[src/rtl/serial_add_ctrl.sv]
// rtl/serial_add_ctrl.sv - bit-serial N-bit adder controller built around one full_adder cell
//
// full_adder      : one-bit adder cell (a, b, c_in -> sum, c_out).
// serial_add_ctrl : sequences full_adder over N-bit operands, LSB first, one bit per clock.
//   clk, rst        : clock, asynchronous active-high reset
//   start, a, b, c_in : request plus operands, sampled when accepted in IDLE or DONE
//   busy            : high while bits are being processed
//   done            : one-cycle completion pulse
//   s, c_out        : registered result, updated only when an addition completes

module full_adder (
    input  logic a,
    input  logic b,
    input  logic c_in,
    output logic sum,
    output logic c_out
);
    assign sum   = a ^ b ^ c_in;
    assign c_out = (a & b) | (c_in & (a ^ b));
endmodule

module serial_add_ctrl #(
    parameter int N = 8
) (
    input  logic         clk,
    input  logic         rst,
    input  logic         start,
    input  logic [N-1:0] a,
    input  logic [N-1:0] b,
    input  logic         c_in,
    output logic         busy,
    output logic         done,
    output logic [N-1:0] s,
    output logic         c_out
);
    localparam int CW = $clog2(N + 1);
    localparam logic [CW-1:0] CNT_LAST = CW'(N - 1);

    typedef enum logic [1:0] {
        IDLE = 2'd0,
        ADD  = 2'd1,
        DONE = 2'd2
    } state_t;

    state_t         state_q, state_d;
    logic [N-1:0]   ra_q, ra_d;
    logic [N-1:0]   rb_q, rb_d;
    logic [N-1:0]   rs_q, rs_d;
    logic [N-1:0]   s_q, s_d;
    logic [CW-1:0]  cnt_q, cnt_d;
    logic           cy_q, cy_d;
    logic           c_out_q, c_out_d;
    logic           busy_q, busy_d;
    logic           done_q, done_d;

    logic           fa_sum;
    logic           fa_cout;
    logic [N-1:0]   rs_shift;

    full_adder u_fa (
        .a     (ra_q[0]),
        .b     (rb_q[0]),
        .c_in  (cy_q),
        .sum   (fa_sum),
        .c_out (fa_cout)
    );

    // New sum bit enters at the MSB so that after N shifts bit 0 holds the LSB.
    generate
        if (N == 1) begin : g_rs_one
            assign rs_shift = fa_sum;
        end else begin : g_rs_many
            assign rs_shift = {fa_sum, rs_q[N-1:1]};
        end
    endgenerate

    always_comb begin
        state_d = state_q;
        ra_d    = ra_q;
        rb_d    = rb_q;
        rs_d    = rs_q;
        s_d     = s_q;
        cnt_d   = cnt_q;
        cy_d    = cy_q;
        c_out_d = c_out_q;

        case (state_q)
            IDLE, DONE: begin
                if (start) begin
                    ra_d    = a;
                    rb_d    = b;
                    cy_d    = c_in;
                    cnt_d   = '0;
                    rs_d    = '0;
                    state_d = ADD;
                end else begin
                    state_d = IDLE;
                end
            end
            ADD: begin
                rs_d  = rs_shift;
                cy_d  = fa_cout;
                ra_d  = ra_q >> 1;
                rb_d  = rb_q >> 1;
                cnt_d = cnt_q + CW'(1);
                // Last bit: publish the shifted value, which already includes this bit.
                if (cnt_q == CNT_LAST) begin
                    s_d     = rs_shift;
                    c_out_d = fa_cout;
                    state_d = DONE;
                end
            end
            default: state_d = IDLE;
        endcase

        // Status flags are registered copies of the next state.
        busy_d = (state_d == ADD);
        done_d = (state_d == DONE);
    end

    always_ff @(posedge clk or posedge rst) begin
        if (rst) begin
            state_q <= IDLE;
            ra_q    <= '0;
            rb_q    <= '0;
            rs_q    <= '0;
            s_q     <= '0;
            cnt_q   <= '0;
            cy_q    <= 1'b0;
            c_out_q <= 1'b0;
            busy_q  <= 1'b0;
            done_q  <= 1'b0;
        end else begin
            state_q <= state_d;
            ra_q    <= ra_d;
            rb_q    <= rb_d;
            rs_q    <= rs_d;
            s_q     <= s_d;
            cnt_q   <= cnt_d;
            cy_q    <= cy_d;
            c_out_q <= c_out_d;
            busy_q  <= busy_d;
            done_q  <= done_d;
        end
    end

    assign busy  = busy_q;
    assign done  = done_q;
    assign s     = s_q;
    assign c_out = c_out_q;

endmodule

[config.mk]
export PLATFORM = sky130hd
export DESIGN_NAME = serial_add_ctrl
export DESIGN_NICKNAME = d
export VERILOG_FILES = /design/src/rtl/serial_add_ctrl.sv
export SDC_FILE = /design/constraint.sdc
export NUM_CORES = 1
export LEC_CHECK = 0
export BUFFER_PORTS_ARGS = -buffer_cell sky130_fd_sc_hd__buf_4
export CAP_MARGIN = 20
export CORE_ASPECT_RATIO = 1.75
export CORE_UTILIZATION = 50
export CTS_BUF_LIST = sky130_fd_sc_hd__clkbuf_2
export DETAILED_ROUTE_END_ITERATION = 8
export MAX_ROUTING_LAYER = met4
export PLACE_DENSITY = 0.81
export SETUP_SLACK_MARGIN = 0.1
export SLEW_MARGIN = 10
export SYNTH_ARGS = -nofsm -noshare
export SYNTH_HDL_FRONTEND = slang
export SYNTH_SLANG_ARGS = --single-unit
[constraint.sdc]
create_clock -name clk -period 2.1 [get_ports clk]
set_clock_uncertainty 0.2 [all_clocks]
set_input_delay 0.42 -clock clk [delete_from_list [all_inputs] [get_ports clk]]
set_output_delay 0.42 -clock clk [all_outputs]
set_load 0.005 [all_outputs]
==> out/results.tsv, run 1 <==
metric	value	unit
hold path depth	3	
max_cap viols	0	
fin crit period	1.830	ns
largest net degree at the start of global routing	42	
crit path max fanout	10	
count leader, synth	dfrtp_1	
number of global-route vias before repair	1187	
Gates resized, CTS repair	0	
CP cell instances	ha_1 > nand2_1 > nor3_4 > mux2_2	
total gr overflow	0	
PortBufs	30	
io pins	31	
CP max stage cell	dfrtp_1	
CP Launch Type	register	
worst rel slew slack	0.6192	
clk slew on worst S/H paths	0.20	ns
Top FF cell, synth	dfrtp_1	
sequential area share after synthesis	0.6119	
Synth top area share	0.6119	
Post-CTS Setup Bufs	0	
# fillers	292	
clk sinks	41	
CTS root buffer	clkbuf_2	
crit path DAT	1.95	ns
vias	1195	
Static Leak	1.021	nW
area grow syn2layout	23.73	%
syn nets	160	
critical path class	reg2reg	
TritonCTS clock tree	built	
Antenna Diode Count	0	
Die W	45.78	um
Die ar.	3598	um2
Initial DRT Pass Iterations	4	
crit path capture type	register	
Post-Route WL	3284	um
ys async rst share	1.000	
FMAX	0.5464	GHz
final worst slack	0.2698	ns
status	complete, no violations	
Max VDD drop	779.5	uV
Die H	78.61	um
fin area	2074	um2
Ys Warns	0	
Placer Congestion	0.7520	
Min-Delay Path Class	in2reg	
Area contributors post-synth	dfrtp_1, a22oi_1, a22o_1	
Initial Util	0.5280	
GRT Total Usage	0.2152	
largest area contributor in the synthesized netlist	dfrtp_1	
1st-iter DRT viols	48	
Placed Area	1948	um2
Post-Layout Cell Count	221	
reg2reg path depth	4	
Netlist cell types	25	
final setup fails	0	
Hold Vio Cnt, Final	0	
Num CTS Buffers	5	
slew of the pin with the lowest slew margin	0.5712	ns
Cell Rows	27	
Final nets	199	
CTS Buffer Depth	2	
synthesized cell area	1677	um2
Commonest cells post-synth	dfrtp_1, nand2_1, a22oi_1, nand3_1, a22o_1	
power per cell area	1409	nW/um2
initial antenna violation count	0	
Worst path max stage delay	0.42	ns
DRC errors left	0	
antenna-violating nets left	0	
drt via density	5.407	
Cells after Synth	138	
Final TNS setup	0	ns
pre-CTS setup slack	0.2815	ns
Synth Area per Inst	12.15	um2
Tcrit/Tclk final	0.8715	
CTS H-tree lvls	2	
#FFs+latches synth	41	
Final HPWL DP	2144	um
layout cells sized above 1	0.2809	
Clk Latency, worst-skew pair	0.41	ns
overall power	2.922	mW
area of the core	3176	um2
per-cell routed wire length	14.86	um
Post-Place Cells	207	
first-pass GRT wire length	5382	um
RSZ-0062 raised after global routing	no	
EDFF count, synth	0	
final max-slew violation count	0	
Crit path required time	2.22	ns
## worst max-delay path: cells and delay by family, from the launching register on
family	cells	cell delay (ns)
fa+ha+maj	1	0.19
mux	1	0.39
flops	1	0.42
simple gates	2	0.54
## layer usage
| metal | up-vias | routed length (um) | GRT usage |
|---|---|---|---|
| met5 | - | 0 | - |
| met4 | 0 | 61 | 0.07941 |
| met3 | 5 | 122 | 0.05517 |
| met2 | 30 | 1674 | 0.3286 |
| met1 | 591 | 1425 | 0.2724 |
| li1 | 569 | - | - |
## power by group
group	switching, mW	internal [mW]	total, mW
logic	0.568	0.565	1.13
clock network	0.256	0.197	0.453
registers	0.207	1.13	1.34
total	1.03	1.89	2.92
## cell type report
class	count	area (um2)	share of cell area
Tap cell	43	53.80	0.02593
Timing Repair Buffer	41	322.8	0.1556
Sequential cell	41	1026	0.4946
Clock buffer	5	25.02	0.01206
Clock inverter	3	41.29	0.01990
Inverter	6	22.52	0.01086
Multi-Input combinational cell	82	583.1	0.2811
## state kept, by name, indices dropped and copies added (netlist names)
| register | cells |
|---|---|
| cnt_q | 4 |
| s | 8 |
| rs_q | 7 |
| rb_q | 8 |
| ra_q | 8 |
| done | 1 |
| c_out | 1 |
| busy | 1 |
| state_q | 2 |
| cy_q | 1 |
## path summary, 6_finish.rpt
path / start / endpoint / slack, ns
max: cnt_q[1] / s[1] / 0.27
min: b[5] / rb_q[5] / 0.02
max reg2reg: cnt_q[1] / s[1] / 0.27
min reg2reg: rs_q[1] / rs_q[1] / 0.32
max in group asynchronous: rst / c_out / 0.89
min in group asynchronous: rst / cnt_q[2] / 0.46
## per-stage QoR
step,hold slack (ns),utilization
finish,0.02442,0.6533
global placement,0.2797,0.6135
CTS,0.002198,0.6375
detailed placement,0.2872,0.6135
floorplan,0.2606,-
global route,0.001339,0.6533
## what timing repair did
action,4_1_cts,5_1_grt
endpoints found under the hold margin,41,5
hold buffers,1,5
setup endpoints to repair,0,0
## cell families after synthesis
logic type                 count (synthesis)  share of synthesized area
DFF                                       41                     0.6119
buffers and inverters                     15                    0.04029
adders and majority gates                  2                    0.01940
xor gates and xnor gates                   1                   0.005225
and+or+nand+nor                           41                     0.1202
AOI/OAI and AO/OA                         27                     0.1321
muxes                                     11                    0.07090
## layout by cell type (no fill, tap or decap)
cell type,n
nand4_1,1
nand3_1,12
nor3_4,1
nand2b_1,2
bufinv_16,1
clkinv_1,1
buf_4,35
ha_1,1
xnor2_1,1
inv_1,6
nor3_1,3
a22o_1,10
a221o_1,3
mux2i_1,4
a22oi_1,12
mux2_2,7
fa_1,1
dlygate4sd3_1,6
and2b_1,1
dfrtp_1,41
clkinvlp_4,1
nor2_1,3
clkbuf_2,5
o2bb2ai_1,1
nand2_1,16
o21ai_0,1
nor2b_1,2
No activity file was read; power rests on OpenSTA's default activity.
==> inputs of run 2 (changes only) <==
Settings changed: CORE_UTILIZATION 50 to 56, GPL_TIMING_DRIVEN from default to 1, PLACE_DENSITY 0.81 to 0.88.
==> out/results.tsv, run 2 (synthesis results as in run 1) <==
metric	value	unit
status	finished with violations	
failing checks	design-rule violations	
1st-iter DRT viols	32	
Antenna Diode Count	0	
Final TNS setup	0	ns
Cell Rows	25	
crit path max fanout	10	
routed length on met2	1779	um
Clock power frac	0.116	
Sequential Power Share	0.470	
slew of the pin with the lowest slew margin	0.5674	ns
drt via density	5.990	
Metal-1 WL	1342	um
reg2reg end	s[0]	
DRC errors left	9	
largest net degree at the start of global routing	42	
Max VDD drop	822.2	uV
hold_sp	a[6]	
Sw Share	0.3681	
combinational fraction of design power	0.413	
Post-Route WL	3350	um
CTS H-tree lvls	2	
most frequent cells in the layout	dfrtp_1, buf_4, nand2_1	
Net Sw Power	1.050	mW
Hold Vio Cnt, Final	0	
critical path class	reg2reg	
number of global-route vias before repair	1235	
commonest non-fill, non-tap cell in the layout	dfrtp_1	
Initial DRT Pass Iterations	8	
fin crit period	1.855	ns
fin area	2056	um2
antenna-violating nets left	0	
Crit path required time	2.21	ns
reg2reg start	cnt_q[0]	
PortBufs	30	
Die W	43.36	um
initial antenna violation count	0	
Num CTS Buffers	5	
total gr overflow	0	
reg2reg path depth	4	
Clk Latency, worst-skew pair	0.40	ns
Static Leak	1.027	nW
CTS root buffer	clkbuf_2	
CP Launch Type	register	
worst rel slew slack	0.6218	
Gates resized, CTS repair	0	
Placed Area	1943	um2
Highest Signal Layer	met4	
Placer Congestion	0.7501	
final max-slew violation count	0	
io pins	31	
GRT Total Usage	0.2367	
area of the core	2784	um2
Initial Util	0.6022	
Hold EP	ra_q[6]	
Tcrit/Tclk final	0.8832	
clk sinks	41	
CTS Buffer Depth	2	
Post-Place Cells	193	
clk slew on worst S/H paths	0.21	ns
Min-Delay Path Class	in2reg	
TritonCTS clock tree	built	
RSZ-0062 raised after global routing	no	
first-pass GRT wire length	5354	um
final setup fails	0	
Final nets	202	
max_cap viols	0	
power per cell area	1387	nW/um2
Post-Layout Cell Count	208	
worst reg2reg setup slack	0.25	ns
Die ar.	3225	um2
vias	1246	
P_int	1.802	mW
layout cells sized above 1	0.2928	
Post-CTS Setup Bufs	0	
per-cell routed wire length	16.11	um
post-layout util	0.7384	
WL met3	143	um
crit path capture type	register	
FMAX	0.5392	GHz
area grow syn2layout	22.61	%
hold path depth	3	
Die H	74.39	um
crit path DAT	1.96	ns
Final HPWL DP	2318	um
-- run 2: repair_timing --
| item | CTS | global route |
|---|---|---|
| hold buffers | 2 | 5 |
| hold endpoints to repair | 42 | 5 |
| setup endpoints to repair | 0 | 0 |
-- run 2: through the flow --
step / power, mW / hold slack, ns / worst slack [ns]
CTS: 2.867 / 0.01119 / 0.2372
floorplan: 2.106 / 0.2606 / 0.4275
finish: 2.851 / 0.02596 / 0.2454
global route: 3.050 / 0.0006735 / 0.1905
global placement: 2.437 / 0.2811 / 0.3346
detailed placement: 2.536 / 0.2849 / 0.2562
-- run 2: cell type report --
cell class | instances | area (um2)
clock buffer | 5 | 25.02
clock inverter | 3 | 17.52
fill | 218 | 728.2
inverter | 6 | 22.52
multi-input combinational | 82 | 583.1
sequential | 41 | 1026
tap | 27 | 33.78
timing repair buffer | 44 | 347.8
-- run 2: metal layers --
metal  vias up  global-route usage
li1        571                   -
met1       633              0.2570
met2        35              0.3923
met3         7             0.06068
met4         0              0.1250
met5         -                   -
-- run 2: worst max path at each step --
stage                     from  slack (ns)   end
floorplan           state_q[1]        0.43  s[0]
global placement      cnt_q[0]        0.33  s[6]
detailed placement    cnt_q[0]        0.26  s[5]
CTS                   cnt_q[0]        0.24  s[0]
global route          cnt_q[0]        0.19  s[5]
finish                cnt_q[0]        0.25  s[0]
-- run 2: power by group through the flow --
stage / Clock [mW] / Combinational [mW] / Sequential [mW]
after floorplan: 0 / 0.797 / 1.31
after global placement: 0 / 1.10 / 1.33
after detailed placement: 0 / 1.18 / 1.36
after CTS: 0.342 / 1.19 / 1.34
after global routing: 0.374 / 1.30 / 1.37
final: 0.332 / 1.18 / 1.34
-- run 2: critical path, stage by stage, from the launching register on --
cell and delay (ns):
dfrtp_1 0.43, ha_1 0.21, nand2_1 0.12, nor3_4 0.42
mux2_2 0.40
